===== src/rtl/sub_pkg.sv =====
// rtl/sub_pkg.sv - shared constants and state encoding for the sliced subtractor
package sub_pkg;

  localparam int WIDTH_DEF = 16;
  localparam int SLICE_DEF = 8;

  typedef enum logic [1:0] {
    ST_IDLE = 2'd0,
    ST_RUN  = 2'd1,
    ST_DONE = 2'd2
  } state_t;

  // Signed overflow of a - b: operand signs differ and the result sign left the minuend's sign
  function automatic logic sub_ovf(input logic a_msb, input logic b_msb, input logic d_msb);
    return (a_msb != b_msb) && (d_msb != a_msb);
  endfunction

endpackage


===== src/rtl/sub_slice.sv =====
// rtl/sub_slice.sv - combinational SLICE-bit subtract with borrow in/out
module sub_slice #(
  parameter int SLICE = 8
) (
  input  logic [SLICE-1:0] a_s,
  input  logic [SLICE-1:0] b_s,
  input  logic             bin,
  output logic [SLICE-1:0] d_s,
  output logic             bout
);

  // One extra bit catches the borrow: a negative result wraps into the top bit
  logic [SLICE:0] full;

  assign full = {1'b0, a_s} - {1'b0, b_s} - {{SLICE{1'b0}}, bin};
  assign d_s  = full[SLICE-1:0];
  assign bout = full[SLICE];

endmodule


===== src/rtl/sub16_seq.sv =====
// rtl/sub16_seq.sv - multi-cycle subtractor, one slice per cycle with rippled borrow
module sub16_seq
  import sub_pkg::*;
#(
  parameter int WIDTH = WIDTH_DEF,
  parameter int SLICE = SLICE_DEF
) (
  input  logic             clk,
  input  logic             rst,
  input  logic             in_valid,
  output logic             in_ready,
  input  logic [WIDTH-1:0] a,
  input  logic [WIDTH-1:0] b,
  output logic             out_valid,
  input  logic             out_ready,
  output logic [WIDTH-1:0] diff,
  output logic             borrow,
  output logic             ovf,
  output logic             zero
);

  localparam int NSLICE = WIDTH / SLICE;
  localparam int IW     = (NSLICE > 1) ? $clog2(NSLICE) : 1;

  if (WIDTH % SLICE != 0) begin : g_bad_slice
    $error("WIDTH must be a multiple of SLICE");
  end

  state_t           state;
  logic             in_ready_q;
  logic             out_valid_q;
  logic [WIDTH-1:0] a_q;
  logic [WIDTH-1:0] b_q;
  logic [WIDTH-1:0] diff_q;
  logic             bin_q;
  logic [IW-1:0]    idx;
  logic             borrow_q;
  logic             ovf_q;
  logic             zero_q;

  logic [SLICE-1:0] a_arr [NSLICE];
  logic [SLICE-1:0] b_arr [NSLICE];
  logic [SLICE-1:0] a_s;
  logic [SLICE-1:0] b_s;
  logic [SLICE-1:0] d_s;
  logic             bout;
  logic             last_slice;
  logic [WIDTH-1:0] diff_full;

  // Split latched operands into slices so the single subtractor can be muxed by index
  for (genvar g = 0; g < NSLICE; g++) begin : g_split
    assign a_arr[g] = a_q[g*SLICE +: SLICE];
    assign b_arr[g] = b_q[g*SLICE +: SLICE];
  end

  assign a_s        = a_arr[idx];
  assign b_s        = b_arr[idx];
  assign last_slice = (idx == IW'(NSLICE - 1));

  sub_slice #(.SLICE(SLICE)) u_slice (
    .a_s  (a_s),
    .b_s  (b_s),
    .bin  (bin_q),
    .d_s  (d_s),
    .bout (bout)
  );

  // Full result as it will stand once the top slice lands, used for the flags
  always_comb begin
    diff_full = diff_q;
    diff_full[(NSLICE-1)*SLICE +: SLICE] = d_s;
  end

  // Control FSM with operand, result and flag registers
  always_ff @(posedge clk) begin
    if (rst) begin
      state       <= ST_IDLE;
      in_ready_q  <= 1'b1;
      out_valid_q <= 1'b0;
      a_q         <= '0;
      b_q         <= '0;
      diff_q      <= '0;
      bin_q       <= 1'b0;
      idx         <= '0;
      borrow_q    <= 1'b0;
      ovf_q       <= 1'b0;
      zero_q      <= 1'b0;
    end else begin
      case (state)
        ST_IDLE: begin
          if (in_valid) begin
            a_q        <= a;
            b_q        <= b;
            bin_q      <= 1'b0;
            idx        <= '0;
            in_ready_q <= 1'b0;
            state      <= ST_RUN;
          end
        end
        ST_RUN: begin
          for (int i = 0; i < NSLICE; i++) begin
            if (idx == IW'(i)) begin
              diff_q[i*SLICE +: SLICE] <= d_s;
            end
          end
          bin_q <= bout;
          if (last_slice) begin
            idx         <= '0;
            borrow_q    <= bout;
            ovf_q       <= sub_ovf(a_q[WIDTH-1], b_q[WIDTH-1], diff_full[WIDTH-1]);
            zero_q      <= (diff_full == '0);
            out_valid_q <= 1'b1;
            state       <= ST_DONE;
          end else begin
            idx <= idx + IW'(1);
          end
        end
        ST_DONE: begin
          if (out_ready) begin
            out_valid_q <= 1'b0;
            in_ready_q  <= 1'b1;
            state       <= ST_IDLE;
          end
        end
        default: begin
          out_valid_q <= 1'b0;
          in_ready_q  <= 1'b1;
          state       <= ST_IDLE;
        end
      endcase
    end
  end

  assign in_ready  = in_ready_q;
  assign out_valid = out_valid_q;
  assign diff      = diff_q;
  assign borrow    = borrow_q;
  assign ovf       = ovf_q;
  assign zero      = zero_q;

endmodule


===== config.mk =====
export PLATFORM = sky130hd
export DESIGN_NAME = sub16_seq
export DESIGN_NICKNAME = d
export VERILOG_FILES = /design/src/rtl/sub_pkg.sv /design/src/rtl/sub_slice.sv /design/src/rtl/sub16_seq.sv
export SDC_FILE = /design/constraint.sdc
export NUM_CORES = 1
export LEC_CHECK = 0
export CORE_MARGIN = 5
export CORE_UTILIZATION = 56
export DETAILED_ROUTE_END_ITERATION = 6
export PLACE_DENSITY = 0.86
export SYNTH_ARGS = -nofsm -noshare
export SYNTH_HDL_FRONTEND = slang
export SYNTH_HIERARCHICAL = 1
export SYNTH_SLANG_ARGS = --single-unit

===== constraint.sdc =====
create_clock -name clk -period 4.8 [get_ports clk]
set_clock_uncertainty 0.1 [all_clocks]
set_input_delay 0.48 -clock clk [delete_from_list [all_inputs] [get_ports clk]]
set_output_delay 0.48 -clock clk [all_outputs]
set_load 0.01 [all_outputs]

==> flow_summary.json <==
{
  "tightest_slew_ns": 1.099,
  "n_antenna_cell": 0,
  "ctsHoldBuffers": 0,
  "antenna_found_initial": 0,
  "dr_wl_met3_um": 286,
  "grt_max_degree": 59,
  "irDropWorstVdd_mv": 0.2755,
  "p_per_area_nw_per_um2": 378.7,
  "core_um2": 5075,
  "gp_congestion": 0.8180,
  "ys.flop_type": "dfxtp_1",
  "cts_tree": "yes",
  "drt_iter0_markers": 105,
  "cp_common_cell": "ha_1",
  "drive_gt1_frac": 0.1108,
  "grt_pass1_wl_um": 10180,
  "netlist_instances": 345,
  "hpwlAfterDp_um": 4288,
  "port_buffers": 56,
  "worstPathCellList": "mux2_2, ha_1, inv_1, ha_1, a21oi_2, nand2_2, a221oi_2, nand3b_1, nor4_1, nand3_1, o21ai_0",
  "setup_viol": 0,
  "ctsLongestPathBuffers": 2,
  "dp_cells": 451,
  "max_freq_ghz": 0.2785,
  "first_pass_iters": 4,
  "min_period_ns": 3.591,
  "async_flop_share": 0,
  "syn-cell-area_um2": 2894,
  "post_synth.cell_area_avg_um2": 8.388,
  "ys_warn_count": 6,
  "rsz0062_at_grt": "false",
  "totalWireLength_um": 6034,
  "yosysUniqueCellTypes": 45,
  "ys_seq_area_frac": 0.3943,
  "h-tree-depth": 3,
  "critPathArrivalTime_ns": 3.75,
  "required_ns": 4.96,
  "cp-end-kind": "register",
  "cts_num_sinks": 57,
  "cts_setup_buffers": 0,
  "cp_top_family": "flip-flops",
  "ys_ff_latch": 57,
  "p_leak_nw": 1.431,
  "met2_length_um": 2943,
  "cp_num_buf_inv": 1,
  "fin_cells": 467,
  "crit_type": "reg -> reg",
  "met1_length_um": 2661,
  "hold_viol_final": 0,
  "clkTransAtPathRegs_ns": 0.06,
  "grt_use_total": 0.1995,
  "status": "finished clean",
  "grt_pass1_vias": 2339,
  "maxCapViolCount": 0,
  "drcViolationCount": 0,
  "num_rows": 26,
  "critPathMaxFanout": 22,
  "layout.nets": 444,
  "critical-path-slowest-cell": "dfxtp_1",
  "highest_layer": "met4",
  "worstSkewPairLatency_ns": 0.34,
  "finalSetupTns_ns": 0,
  "start_kind": "register",
  "area_delta_synth_final_pct": 24.25,
  "clock-root-buffer": "clkbuf_8",
  "final_util": 0.7086,
  "wl_per_cell_um": 12.92,
  "final_antenna_net_count": 0,
  "vias": 2413,
  "relSlewSlack": 0.2666,
  "slew_violations": 0,
  "die_w_um": 81.89,
  "final_cell_mix": "83 x nand2_1, 57 x dfxtp_1, 55 x clkdlybuf4s50_1, 43 x a21oi_1, 26 x inv_1",
  "overflow": 0,
  "post_cts_resized": 0,
  "die_h_um": 81.89,
  "cts_buffers": 9,
  "min_path_type": "reg -> reg",
  "final_common_cell": "nand2_1",
  "die_area_um2": 6706,
  "io_pins": 57,
  "viasPerCell": 5.167,
  "critPathMaxStageDelay_ns": 0.89,
  "synth_nets": 397,
  "synth_edf_count": 0,
  "finalCritPeriodShare": 0.7481,
  "start_util": 0.5703
}
## sequential cells by signal, summed over array words and instances (netlist names)
signal     count
diff          16
idx            1
zero           1
out_valid      1
in_ready       1
b_q           16
borrow         1
state          2
bin_q          1
a_q           16
ovf            1
## cell families (layout without fill, tap and decap cells)
| logic type | Yosys count | after routing | share of synthesized area |
|---|---|---|---|
| XOR/XNOR | 5 | 5 | 0.01513 |
| AND/OR/NAND/NOR | 132 | 132 | 0.2032 |
| multiplexers | 26 | 26 | 0.09684 |
| AO/OA/AOI/OAI | 63 | 63 | 0.1310 |
| flip-flops | 57 | 57 | 0.3943 |
| adder cells (fa/ha/maj) | 16 | 16 | 0.07436 |
| buffers and inverters | 46 | 98 | 0.08517 |
## power by group
part,switching [W],internal [W]
logic,0.000192,0.000171
registers,0.0000286,0.000508
clock network,0.000180,0.000282
## synthesized netlist by cell type, drive strengths merged, types with 2 or more instances
cell type / number / area [µm²]
ha: 14 / 175.2
nor2: 21 / 78.83
nand2: 86 / 330.3
xnor2: 3 / 26.28
clkbuf: 5 / 18.77
buf: 15 / 130.1
nor3: 4 / 20.02
and2b: 2 / 15.01
xor2: 2 / 17.52
a221oi: 2 / 23.77
fa: 2 / 40.04
nor3b: 2 / 31.28
nand3: 4 / 20.02
dfxtp: 57 / 1141
mux2: 16 / 180.2
inv: 26 / 97.59
a21boi: 2 / 18.77
nor4: 3 / 18.77
mux2i: 10 / 100.1
o21ai: 4 / 20.01
nand3b: 3 / 22.52
a21oi: 47 / 250.2
## layer usage
| layer | up-vias | track usage |
|---|---|---|
| met5 | - | 0 |
| met4 | 0 | 0.09635 |
| met3 | 13 | 0.05702 |
| met2 | 58 | 0.3352 |
| met1 | 1110 | 0.2320 |
| li1 | 1232 | - |
## tightest hold or removal path, delay by kind of cell, from the launching register on
| kind | cells | cell delay, ns |
|---|---|---|
| and+or+nand+nor | 1 | 0.05 |
| AOI/OAI and AO/OA | 1 | 0.05 |
| DFF | 1 | 0.31 |
## worst paths after layout
check	start	endpoint	slack, ns	cells past startpoint
setup / recovery	idx$_SDFFE_PP0P_	zero$_SDFFE_PP0P_	1.21	11
hold / removal	b_q[0]$_SDFFE_PP0P_	b_q[0]$_SDFFE_PP0P_	0.35	2
setup reg to reg	idx$_SDFFE_PP0P_	zero$_SDFFE_PP0P_	1.21	11
hold reg to reg	b_q[0]$_SDFFE_PP0P_	b_q[0]$_SDFFE_PP0P_	0.35	2
## metrics by stage
step           total power (W)  area (µm²)  worst slack (ns)  hold WS [ns]
2_1_floorplan        0.0008040        2894             1.926        0.3329
3_3_place_gp         0.0008955        3388             1.432        0.3393
3_5_place_dp         0.0009062        3388             1.242        0.3465
4_1_cts               0.001370        3596             1.217        0.3554
5_1_grt               0.001442        3596            0.9230        0.3696
6_report              0.001362        3596             1.209        0.3525
## area by class of cell
type,instances,area [µm²]
clock buffer,14,172.7
clock inverter,2,35.03
fill,433,1479
inverter,26,97.59
multi-input combinational,242,1506
sequential,57,1141
tap,70,87.58
timing repair buffer,56,555.5
Power figures use the tool's default switching activity.
